### config.mk
export PLATFORM = sky130hd
export DESIGN_NAME = spi_slave_responder
export DESIGN_NICKNAME = d
export VERILOG_FILES = /design/src/rtl/spi_slave_responder.sv
export SDC_FILE = /design/constraint.sdc
export NUM_CORES = 1
export LEC_CHECK = 0
export CORE_UTILIZATION = 55
export DETAILED_ROUTE_END_ITERATION = 10
export DONT_BUFFER_PORTS = 1
export GPL_TIMING_DRIVEN = 0
export PLACE_DENSITY = 0.7
export RECOVER_POWER = 25
export SLEW_MARGIN = 20
export SYNTH_ARGS = -nofsm -noshare
export SYNTH_HDL_FRONTEND = slang
export SYNTH_SLANG_ARGS = --single-unit
### constraint.sdc
create_clock -name clk_i -period 4.9 [get_ports clk_i]
set_input_delay 1.47 -clock clk_i [delete_from_list [all_inputs] [get_ports clk_i]]
set_output_delay 1.47 -clock clk_i [all_outputs]
set_load 0.05 [all_outputs]
### src/rtl/spi_slave_responder.sv
// SPI mode-0 MSB-first slave responder: oversampled pins, rx valid/ready out,
// one-deep tx holding register returned on MISO.
module spi_slave_responder #(
  parameter int unsigned     DATA_W      = 8,
  parameter int unsigned     SYNC_STAGES = 2,
  parameter logic [DATA_W-1:0] IDLE_FILL = 8'hFF
) (
  input  logic              clk_i,
  input  logic              rst_ni,
  input  logic              sclk_i,
  input  logic              cs_n_i,
  input  logic              mosi_i,
  output logic              miso_o,
  output logic              miso_oe_o,
  input  logic [DATA_W-1:0] tx_data_i,
  input  logic              tx_valid_i,
  output logic              tx_ready_o,
  output logic [DATA_W-1:0] rx_data_o,
  output logic              rx_valid_o,
  input  logic              rx_ready_i,
  output logic              rx_overrun_o,
  output logic              tx_underrun_o,
  output logic [9:0]        byte_count_o,
  output logic              frame_done_o,
  output logic              frame_err_o
);

  localparam int unsigned CNT_W = $clog2(DATA_W + 1);
  localparam int unsigned BC_W  = 10;

  typedef enum logic {IDLE, SHIFT} state_t;

  state_t                  state_q, state_d;
  logic [SYNC_STAGES-1:0]  sclk_sync_q, sclk_sync_d;
  logic [SYNC_STAGES-1:0]  cs_sync_q, cs_sync_d;
  logic [SYNC_STAGES-1:0]  mosi_sync_q, mosi_sync_d;
  logic                    sclk_prev_q, sclk_prev_d;
  logic                    cs_prev_q, cs_prev_d;
  logic [CNT_W-1:0]        bit_cnt_q, bit_cnt_d;
  logic [DATA_W-2:0]       rx_shift_q, rx_shift_d;
  logic [DATA_W-1:0]       tx_shift_q, tx_shift_d;
  logic                    oe_q, oe_d;
  logic [DATA_W-1:0]       rx_data_q, rx_data_d;
  logic                    rx_valid_q, rx_valid_d;
  logic                    overrun_q, overrun_d;
  logic                    underrun_q, underrun_d;
  logic [BC_W-1:0]         byte_count_q, byte_count_d;
  logic                    done_q, done_d;
  logic                    err_q, err_d;
  logic [DATA_W-1:0]       hold_q, hold_d;
  logic                    tx_ready_q, tx_ready_d;

  logic sclk_s, cs_s, mosi_s;
  logic sclk_rise, sclk_fall, cs_rise, cs_fall;
  logic load;
  logic [DATA_W-1:0] load_byte;

  // Edge detection on the synchronized samples.
  always_comb begin
    sclk_s    = sclk_sync_q[SYNC_STAGES-1];
    cs_s      = cs_sync_q[SYNC_STAGES-1];
    mosi_s    = mosi_sync_q[SYNC_STAGES-1];
    sclk_rise = sclk_s & ~sclk_prev_q;
    sclk_fall = ~sclk_s & sclk_prev_q;
    cs_rise   = cs_s & ~cs_prev_q;
    cs_fall   = ~cs_s & cs_prev_q;
    load_byte = tx_ready_q ? IDLE_FILL : hold_q;
  end

  // Next-state and datapath; CS_N rise wins over any SCLK edge.
  always_comb begin
    sclk_sync_d  = {sclk_sync_q[SYNC_STAGES-2:0], sclk_i};
    cs_sync_d    = {cs_sync_q[SYNC_STAGES-2:0], cs_n_i};
    mosi_sync_d  = {mosi_sync_q[SYNC_STAGES-2:0], mosi_i};
    sclk_prev_d  = sclk_s;
    cs_prev_d    = cs_s;
    state_d      = state_q;
    bit_cnt_d    = bit_cnt_q;
    rx_shift_d   = rx_shift_q;
    tx_shift_d   = tx_shift_q;
    oe_d         = oe_q;
    rx_data_d    = rx_data_q;
    rx_valid_d   = rx_valid_q;
    overrun_d    = overrun_q;
    underrun_d   = underrun_q;
    byte_count_d = byte_count_q;
    done_d       = 1'b0;
    err_d        = 1'b0;
    hold_d       = hold_q;
    tx_ready_d   = tx_ready_q;
    load         = 1'b0;

    if (rx_valid_q && rx_ready_i) rx_valid_d = 1'b0;

    case (state_q)
      IDLE: begin
        oe_d = 1'b0;
        if (cs_fall) begin
          bit_cnt_d    = '0;
          byte_count_d = '0;
          overrun_d    = 1'b0;
          underrun_d   = 1'b0;
          load         = 1'b1;
          oe_d         = 1'b1;
          state_d      = SHIFT;
        end
      end
      SHIFT: begin
        if (cs_rise) begin
          state_d   = IDLE;
          oe_d      = 1'b0;
          done_d    = 1'b1;
          err_d     = (bit_cnt_q != '0);
          bit_cnt_d = '0;
        end else if (sclk_rise) begin
          if (bit_cnt_q == CNT_W'(DATA_W - 1)) begin
            rx_data_d  = {rx_shift_q, mosi_s};
            rx_valid_d = 1'b1;
            if (rx_valid_q && !rx_ready_i) overrun_d = 1'b1;
            if (byte_count_q != '1) byte_count_d = byte_count_q + BC_W'(1);
            bit_cnt_d  = '0;
          end else begin
            bit_cnt_d = bit_cnt_q + CNT_W'(1);
          end
          rx_shift_d = {rx_shift_q[DATA_W-3:0], mosi_s};
        end else if (sclk_fall) begin
          if (bit_cnt_q == '0) load = 1'b1;
          else tx_shift_d = {tx_shift_q[DATA_W-2:0], 1'b0};
        end
      end
      default: state_d = IDLE;
    endcase

    if (load) begin
      tx_shift_d = load_byte;
      if (tx_ready_q) underrun_d = 1'b1;
      else tx_ready_d = 1'b1;
    end

    if (tx_valid_i && tx_ready_q) begin
      hold_d     = tx_data_i;
      tx_ready_d = 1'b0;
    end
  end

  // State registers with idle-level synchronizer reset.
  always_ff @(posedge clk_i or negedge rst_ni) begin
    if (!rst_ni) begin
      state_q      <= IDLE;
      sclk_sync_q  <= '0;
      cs_sync_q    <= '1;
      mosi_sync_q  <= '0;
      sclk_prev_q  <= 1'b0;
      cs_prev_q    <= 1'b1;
      bit_cnt_q    <= '0;
      rx_shift_q   <= '0;
      tx_shift_q   <= IDLE_FILL;
      oe_q         <= 1'b0;
      rx_data_q    <= '0;
      rx_valid_q   <= 1'b0;
      overrun_q    <= 1'b0;
      underrun_q   <= 1'b0;
      byte_count_q <= '0;
      done_q       <= 1'b0;
      err_q        <= 1'b0;
      hold_q       <= '0;
      tx_ready_q   <= 1'b1;
    end else begin
      state_q      <= state_d;
      sclk_sync_q  <= sclk_sync_d;
      cs_sync_q    <= cs_sync_d;
      mosi_sync_q  <= mosi_sync_d;
      sclk_prev_q  <= sclk_prev_d;
      cs_prev_q    <= cs_prev_d;
      bit_cnt_q    <= bit_cnt_d;
      rx_shift_q   <= rx_shift_d;
      tx_shift_q   <= tx_shift_d;
      oe_q         <= oe_d;
      rx_data_q    <= rx_data_d;
      rx_valid_q   <= rx_valid_d;
      overrun_q    <= overrun_d;
      underrun_q   <= underrun_d;
      byte_count_q <= byte_count_d;
      done_q       <= done_d;
      err_q        <= err_d;
      hold_q       <= hold_d;
      tx_ready_q   <= tx_ready_d;
    end
  end

  assign miso_o        = tx_shift_q[DATA_W-1];
  assign miso_oe_o     = oe_q;
  assign tx_ready_o    = tx_ready_q;
  assign rx_data_o     = rx_data_q;
  assign rx_valid_o    = rx_valid_q;
  assign rx_overrun_o  = overrun_q;
  assign tx_underrun_o = underrun_q;
  assign byte_count_o  = byte_count_q;
  assign frame_done_o  = done_q;
  assign frame_err_o   = err_q;

endmodule

==> summary.md <==
| Metric | Value |
|---|---|
| CTS Buf Count | `9` |
| Setup TNS | `0 ps` |
| Vias | `1,747` |
| Vias in the first global route | `1,621` |
| Maxcap violations | `0` |
| PortBufs | `0` |
| Reg2reg path depth | `5` |
| Nets | `256` |
| Number of flops mapped to enable cells by yosys | `0` |
| Post-route antenna net violation count | `0` |
| Post_cts resized | `0` |
| Post-synthesis mux area share | `9.641%` |
| Worst-path fanout max | `8` |
| Fmax | `0.3923 GHz` |
| Post-synthesis xor/xnor area fraction | `0%` |
| Clk root buf | `clkbuf_8` |
| R2r setup slk | `2700 ps` |
| Critical Path Source Type | `flop` |
| Tmin final | `2549 ps` |
| WHS Path Cells | `0` |
| DR WL/cell | `14.87 um` |
| Simple-gate share of the synthesized area | `16.44%` |
| R2r endpoint | `byte_count_o[4]` |
| CP Capture Type | `output pin` |
| Hold_buf cts | `0` |
| Later-pin clock latency in the skew report | `340 ps` |
| Sequential area share after synthesis | `57.38%` |
| Drt pass-1 iters | `4` |
| CTS Sinks | `61` |
| Layout area overhead | `11.50%` |
| Post-Syn Area | `0.002686 mm2` |
| RSZ-0062 raised after global routing | `false` |
| Hold WS | `347.5 ps` |
| # IOs | `41` |
| Htree depth | `3` |
| Yosys cell types | `42` |
| Mapped Nets | `245` |
| FFs w/ async S/R, synth | `100.0%` |
| Peak VDD IR | `0.0002874 V` |
| Core area | `0.004723 mm2` |
| Postcts setup bufs | `0` |
| Rows | `25` |
| Largest net degree at the start of global routing | `62` |
| Core Util, Final | `63.42%` |
| Most used DFF post-synth | `dfrtp_1` |
| Clock tree buffer depth | `2` |
| Status | `completed` |
| WP data required | `3430 ps` |
| Worst Path Arrival | `1080 ps` |
| Clk pin slew, worst setup/hold paths | `60 ps` |
| Max Clock Skew | `8.498 ps` |
| Yosys warns | `0` |
| #FFs+latches synth | `61` |
| Synth Area in Compound Gates | `12.06%` |
| Max-slew violation count | `0` |
| Mapped Cells | `227` |
| Die height | `71.89 um` |
| Share of layout cells above drive strength 1 | `27.16%` |
| WHS Endpoint | `mosi_sync_q[1]` |
| Antenna violations before repair | `0` |
| Routed WL | `4.609 mm` |
| DR iter-0 viols | `148` |
| Die area | `0.005167 mm2` |
| Final setup vio count | `0` |
| Final hold violations | `0` |
| Total global-route track usage | `19.88%` |
| Period utilization | `52.03%` |
| Diodes inserted | `0` |
| P per Cell Area | `536.8 mW/mm2` |
| GPL Wtd Cong | `0.7815` |
| DR DRC count | `0` |
| Via/cell ratio | `5.635` |
| Tightest Hold Check Type | `reg2reg` |
| Combinational family with the most area after synthesis | `simple AND/OR/NAND/NOR gates` |
| First-pass GRT wire length | `7.569 mm` |
| Most frequent cells in the layout | `49 x dfrtp_1, 23 x mux2_2, 20 x nand2_1, 14 x o21ai_0, 12 x nor2_1` |
| Commonest non-fill, non-tap cell in the layout | `dfrtp_1` |
| Lkg Pwr | `1.273 nW` |
| Synth Area in Adders | `1.397%` |
| Die width | `71.89 um` |
| Dpl hpwl | `3.084 mm` |
| Fillers | `379` |
| Gr ovfl total | `0` |
| Setup CP Type | `reg2out` |
| Hold Crit Start | `mosi_sync_q[0]` |
| TritonCTS clock tree | `yes` |
| Slew headroom | `58.28%` |
| Slew at the pin closest to its max-slew limit | `625.8 ps` |
| Starting Density | `56.87%` |
| Mean post-synth cell area | `11.83 um2` |
| RR Startpoint | `byte_count_o[3]` |
==> stage by stage <==
step,total power [W],cells,setup WS [ps],instance area [um2]
floorplan,0.001059,227,2737,2686
detailed placement,0.001126,294,2651,2770
CTS,0.001628,310,2332,2995
finish,0.001608,310,2351,2995
global route,0.001693,310,2297,2995
global placement,0.001111,294,2671,2770
==> kinds of logic after synthesis <==
| kind of cell | count (synthesis) |
|---|---|
| multiplexers | 23 |
| adder cells (fa/ha/maj) | 3 |
| AND/OR/NAND/NOR | 80 |
| AO/OA/AOI/OAI | 43 |
| flip-flops | 61 |
| buffers and inverters | 17 |
==> registers in the layout, summed over array words and instances (netlist names), 2 cells and up <==
register      count
bit_cnt_q         4
byte_count_o     10
cs_sync_q         2
hold_q            8
mosi_sync_q       2
rx_data_o         8
rx_shift_q        7
sclk_sync_q       2
tx_shift_q        8
==> worst max-delay path by stage <==
stage,startpoint,to,depth (start not counted)
after floorplan,tx_valid_i,hold_q[0],2
after global placement,tx_valid_i,hold_q[7],2
after detailed placement,tx_valid_i,hold_q[4],2
after CTS,byte_count_o[3],byte_count_o[3],0
after global routing,byte_count_o[3],byte_count_o[3],0
final,byte_count_o[3],byte_count_o[3],0
==> synth_stat cells, types with 5 or more instances <==
| master | number | area share (%) |
|---|---|---|
| dfrtp_1 | 49 | 46 |
| dfstp_2 | 12 | 12 |
| inv_1 | 7 | 0.98 |
| mux2_2 | 23 | 9.6 |
| nand2_1 | 20 | 2.8 |
| nand2b_1 | 6 | 1.4 |
| nand3_1 | 10 | 1.9 |
| nor2_1 | 12 | 1.7 |
| nor3_1 | 8 | 1.5 |
| o21ai_0 | 14 | 2.6 |
| o21ai_1 | 5 | 0.93 |
| o31ai_1 | 7 | 2.0 |
==> report_power, final <==
group / internal (W) / switching [W]
clock network: 0.000301 / 0.000194
logic: 0.000132 / 0.000130
registers: 0.000656 / 0.000195
==> routing by layer <==
metal / wire length, um / up-vias / GRT usage [%] / share of wire (%)
li1: - / 834 / - / -
met3: 293 / 15 / 10.41 / 6.4
met2: 2076 / 53 / 28.09 / 45
met5: 0 / - / 0 / 0
met4: 121 / 0 / 10.89 / 2.6
met1: 2118 / 845 / 24.53 / 46
==> layout make-up <==
cell class                      count  area [um2]  share of cell area (%)
Buffer                             10       56.30                   1.880
Inverter                            7       26.28                  0.8772
Tap cell                           67       83.83                   2.799
Multi-Input combinational cell    149        1062                   35.46
Clock inverter                      5       83.83                   2.799
Sequential cell                    61        1541                   51.46
Clock buffer                       11       141.4                   4.720
No activity file was read; power rests on OpenSTA's default activity.
